## config.mk

```make
export PLATFORM = sky130hd
export DESIGN_NAME = weight_stream_packer
export DESIGN_NICKNAME = d
export VERILOG_FILES = /design/src/rtl/weight_stream_packer.sv
export SDC_FILE = /design/constraint.sdc
export NUM_CORES = 1
export LEC_CHECK = 0
export BUFFER_PORTS_ARGS = -buffer_cell sky130_fd_sc_hd__buf_2
export CAP_MARGIN = 15
export CORE_MARGIN = 3
export CORE_UTILIZATION = 55
export CTS_CLUSTER_DIAMETER = 40
export DETAILED_ROUTE_END_ITERATION = 8
export MAX_ROUTING_LAYER = met4
export PLACE_DENSITY = 0.81
export SLEW_MARGIN = 15
export SYNTH_ARGS = -nofsm -noshare
export SYNTH_HDL_FRONTEND = slang
export SYNTH_SLANG_ARGS = --single-unit
```

## constraint.sdc

```tcl
create_clock -name CLK -period 4.15 [get_ports CLK]
set_input_delay 1.0375 -clock CLK [delete_from_list [all_inputs] [get_ports CLK]]
set_output_delay 1.0375 -clock CLK [all_outputs]
set_load 0.02 [all_outputs]
```

## src/rtl/weight_stream_packer.sv

```systemverilog
// weight_stream_packer: serializes one 5x5 weight filter into 32-bit valid/ready words in weight-store order.
// Define WEIGHT_STREAM_PACKER_WORD_IDX_EN to add the TX_WORD_IDX output.
module weight_stream_packer #(
    parameter int INPUT_WIDTH  = 32,
    parameter int BUFFER_WIDTH = 40
) (
    input  logic                    CLK,
    input  logic                    RESETN,
    input  logic                    LOAD,
    input  logic [BUFFER_WIDTH-1:0] ROW_0,
    input  logic [BUFFER_WIDTH-1:0] ROW_1,
    input  logic [BUFFER_WIDTH-1:0] ROW_2,
    input  logic [BUFFER_WIDTH-1:0] ROW_3,
    input  logic [BUFFER_WIDTH-1:0] ROW_4,
    input  logic [3:0]              PARAM_R,
    input  logic [3:0]              PARAM_S,
    output logic [INPUT_WIDTH-1:0]  TX_DATA,
    output logic                    TX_VALID,
    input  logic                    TX_READY,
    output logic                    TX_LAST,
    output logic                    BUSY,
    output logic                    DONE
`ifdef WEIGHT_STREAM_PACKER_WORD_IDX_EN
    ,
    output logic [2:0]              TX_WORD_IDX
`endif
);
    typedef enum logic [1:0] {IDLE = 2'd0, SEND = 2'd1} state_t;
    state_t                        state_q;
    logic [BUFFER_WIDTH-1:0]       rows_q [5];
    logic [2:0]                    idx_q, last_q, last_d;
    logic                          full_q, done_q;
    logic [6:0][INPUT_WIDTH-1:0]   full_w;
    logic [INPUT_WIDTH-1:0]        row_w;
    // Full mode packs the 200 weight bits back to back; the tail of the last word is zero.
    assign full_w = {rows_q[0], rows_q[1], rows_q[2], rows_q[3], rows_q[4],
                     {(7*INPUT_WIDTH-5*BUFFER_WIDTH){1'b0}}};
    assign row_w  = rows_q[idx_q > 3'd4 ? 3'd4 : idx_q][BUFFER_WIDTH-1 -: INPUT_WIDTH];
    assign last_d = PARAM_S >= 4'd5 ? 3'd6 :
                    PARAM_R == 4'd0 ? 3'd0 :
                    PARAM_R >= 4'd5 ? 3'd4 : 3'(PARAM_R - 4'd1);
    assign TX_VALID = state_q == SEND;
    assign BUSY     = TX_VALID;
    assign TX_DATA  = !TX_VALID ? '0 : full_q ? full_w[3'd6 - idx_q] : row_w;
    assign TX_LAST  = TX_VALID && idx_q == last_q;
    assign DONE     = done_q;
`ifdef WEIGHT_STREAM_PACKER_WORD_IDX_EN
    assign TX_WORD_IDX = idx_q;
`endif
    always_ff @(posedge CLK) begin
        if (!RESETN) begin
            state_q <= IDLE;
            rows_q  <= '{default: '0};
            idx_q   <= '0;
            last_q  <= '0;
            full_q  <= 1'b0;
            done_q  <= 1'b0;
        end else begin
            done_q <= 1'b0;
            case (state_q)
                IDLE: if (LOAD) begin
                    rows_q  <= '{ROW_0, ROW_1, ROW_2, ROW_3, ROW_4};
                    last_q  <= last_d;
                    full_q  <= PARAM_S >= 4'd5;
                    idx_q   <= '0;
                    state_q <= SEND;
                end
                SEND: if (TX_READY) begin
                    idx_q  <= TX_LAST ? 3'd0 : idx_q + 3'd1;
                    done_q <= TX_LAST;
                    if (TX_LAST) state_q <= IDLE;
                end
                default: state_q <= IDLE;
            endcase
        end
    end
endmodule
```

==> out/metrics.csv <==
stage,metric,value,unit
sta,Clock Skews,0.0204,ns
placed_design,Port-buffer cells,247,
critical_path,"Max FO, Critical Path",42,
die,die footprint,22200,um2
finish,Syn-to-layout area delta,19.7,%
clocking,Hold Buf Count CTS,0,
finish,Util after Layout,0.679,
critical_path,critical path's largest stage delay,0.54,ns
synthesis,ys async rst share,0,
route,DR DRC count,0,
critical_path,slowest CP cell,dfxtp_4,
synthesis,Synth area leader,dfxtp_1,
sta,Final period util,0.965,
clocking,CTS H-tree depth,1,
global_routing,first-pass GRT wire length,61000,um
die,die height,149,um
synthesis,#FFs+latches synth,209,
die,num ports,248,
sta,slew margin rel.,0.263,
pwr,power per cell area,402,nW/um2
clocking,maximum root-to-sink buffer count,3,
die,Die Span X,149,um
sta,measured slew at the worst slew-check pin,1.10,ns
route,post-DR vias/cell,6.01,
pwr,Max VDD drop,0.319,mV
clocking,TritonCTS buffer count,29,
sta,sum of negative setup slack,0,ns
global_routing,GRT busiest layer,met2,
global_routing,GR Layer Usage met2,0.599,
die,Rows,51,
synthesis,Yosys warning total,0,
finish,share of layout cells above drive strength 1,0.242,
global_routing,initial antenna violation count,1,
synthesis,Post-synth EDFFs,0,
global_routing,GR Util met3,0.0535,
min_path,Hold Crit Class,reg -> reg,
sta,fin. max-slew vios,0,
critical_path,crit path cell chain,buf_6 -> and2_1 -> buf_4 -> o2bb2ai_1 -> o21ai_0 -> a221oi_1 -> buf_2,
synthesis,sequential cell area fraction in the yosys report,0.373,
route,DRT iter0 DRCs,1207,
clocking,CTS root buf,clkbuf_16,
sta,FMAX,250,MHz
finish,FILL cells,1671,
critical_path,arrival time worst endpoint,2.97,ns
synthesis,Mapped Cells,1375,
status,status,"finished, final reports clean",
global_routing,met1 Use GR,0.464,
critical_path,crit end category,primary output,
clocking,clock sink total,209,
synthesis,synthesized area per cell,8.16,um2
critical_path,"Req. time, crit path",3.11,ns
placed_design,GPL Wtd Cong,0.994,
sta,RSZ-0062 raised after global routing,no,
die,Core ar.,19800,um2
synthesis,top-count cell post-synth,nand2_1,
synthesis,top cell type's share of synthesized area,0.373,
clocking,Worst-Skew Late Latency,0.54,ns
die,Starting Density,0.567,
route,number of detailed-route iterations in the first pass,6,
global_routing,grt total ovfl,0,
critical_path,Crit Path Class,reg -> out,
route,final wirelength,41100,um
route,Final ANT Viol Nets,0,
finish,Reg area,4190,um2
synthesis,ys flop type,dfxtp_1,
global_routing,Global Route Usage Sum,0.367,
placed_design,DP HPWL,30200,um
pwr,leakage,5.28,nW
sta,hold violation total from the final report,0,
clocking,Worst-path clk slew,0.05,ns
global_routing,vias in the first global route,10500,
finish,Nets,1768,
synthesis,syn nets,1591,
sta,final setup vio count,0,
synthesis,Post-synth top cells,"436 x nand2_1, 210 x a21boi_0, 209 x dfxtp_1",
finish,Multi-input gate area,6390,um2
route,vias,11100,
sta,Period minus WS final,4.00,ns
global_routing,largest net degree at the start of global routing,205,
clocking,CTS tree,done,
synthesis,Cell variety after synth,51,
critical_path,crit start category,flip-flop,
synthesis,synth top area cells,"dfxtp_1 37%, nand2_1 15%, a21boi_0 14%",
route,WL/cell,22.4,um
synthesis,synthesized area,11200,um2
flow_run,max cap viols,0,
cell usage in the layout, fill, tap and decap left out, drive strengths merged, types with 2 or more instances in the layout:
master / n
nand2: 436
clkinv: 4
a31oi: 15
o311a: 8
mux2i: 43
o211ai: 19
o221ai: 4
a221o: 13
clkbuf: 36
a21oi: 28
o22ai: 6
a21boi: 210
and3: 10
ha: 4
nand3: 7
o211a: 5
dfxtp: 209
and2: 3
clkinvlp: 2
a22oi: 8
a311oi: 2
a211oi: 18
or3: 7
buf: 278
nor3: 10
nor2b: 6
o21a: 2
o2bb2ai: 16
a221oi: 19
mux2: 28
o21ai: 51
nor2: 10
mux4: 17
inv: 16
nand2b: 9
xnor2: 4
metrics by stage:
stage          hold slack (ns)  setup WS (ns)  instances  instance area [um2]  total power [W]
5_1_grt                  0.491         0.0289       1838                13400          0.00557
3_3_place_gp             0.450          0.574       1783                12500          0.00303
4_1_cts                  0.466         0.0255       1838                13400          0.00540
3_5_place_dp             0.458          0.558       1783                12500          0.00304
6_report                 0.465          0.145       1839                13400          0.00541
2_1_floorplan            0.440          0.520       1375                11200          0.00271
logic make-up after synthesis:
group | count (synthesis) | synth area share
adder cells (fa/ha/maj) | 4 | 0.00446
multiplexers | 88 | 0.101
AND/OR/NAND/NOR | 501 | 0.178
flip-flops | 209 | 0.373
AO/OA/AOI/OAI | 429 | 0.278
buffers and inverters | 139 | 0.0607
XOR/XNOR | 5 | 0.00524
report_power, final:
group          internal [W]  switching (W)  leakage (nW)
Sequential          0.00213       0.000160          1.72
Clock               0.00141       0.000977         0.456
Combinational      0.000309       0.000420          3.11
Total               0.00385        0.00156          5.28
per-layer routing:
layer | part of all wire | vias up
met2 | 0.48 | 585
met5 | 0 | -
met4 | 0.045 | 0
li1 | - | 5173
met3 | 0.092 | 109
met1 | 0.39 | 5183
worst paths after layout:
check / startpoint / endpoint / slack (ns) / cells after the start
max: idx_q[0] / TX_DATA[15] / 0.15 / 7
min: full_w[30] / full_w[30] / 0.46 / 2
max reg2reg: state_q[0] / full_w[191] / 1.81 / 5
min reg2reg: full_w[30] / full_w[30] / 0.46 / 2
registers in the layout, summed over array words and instances, names as in the netlist:
name / flops
full_w: 200
idx_q: 3
state_q: 1
last_q: 3
full_q: 1
DONE: 1
area by class of cell:
class / count / area share
well taps: 265 / 0.0247
multi-input cells: 1027 / 0.475
repair buffers: 278 / 0.117
diodes: 1 / 0.000186
clock buffers: 36 / 0.0574
clock inverters: 16 / 0.0119
inverters: 7 / 0.00196
flip-flops and latches: 209 / 0.312
critical path: cells and delay by family, from the launching register on:
kind / cells / cell delay (ns)
AO/OA/AOI/OAI: 3 / 0.74
AND/OR/NAND/NOR: 1 / 0.19
flip-flops: 1 / 0.54
buffers and inverters: 3 / 0.95
timing repair:
action / CTS / global route
endpoints found under the setup margin: 5 / 23
resized for setup: 1 / 3
setup buffers: 3 / 0
(Power assumes the default switching activity.)
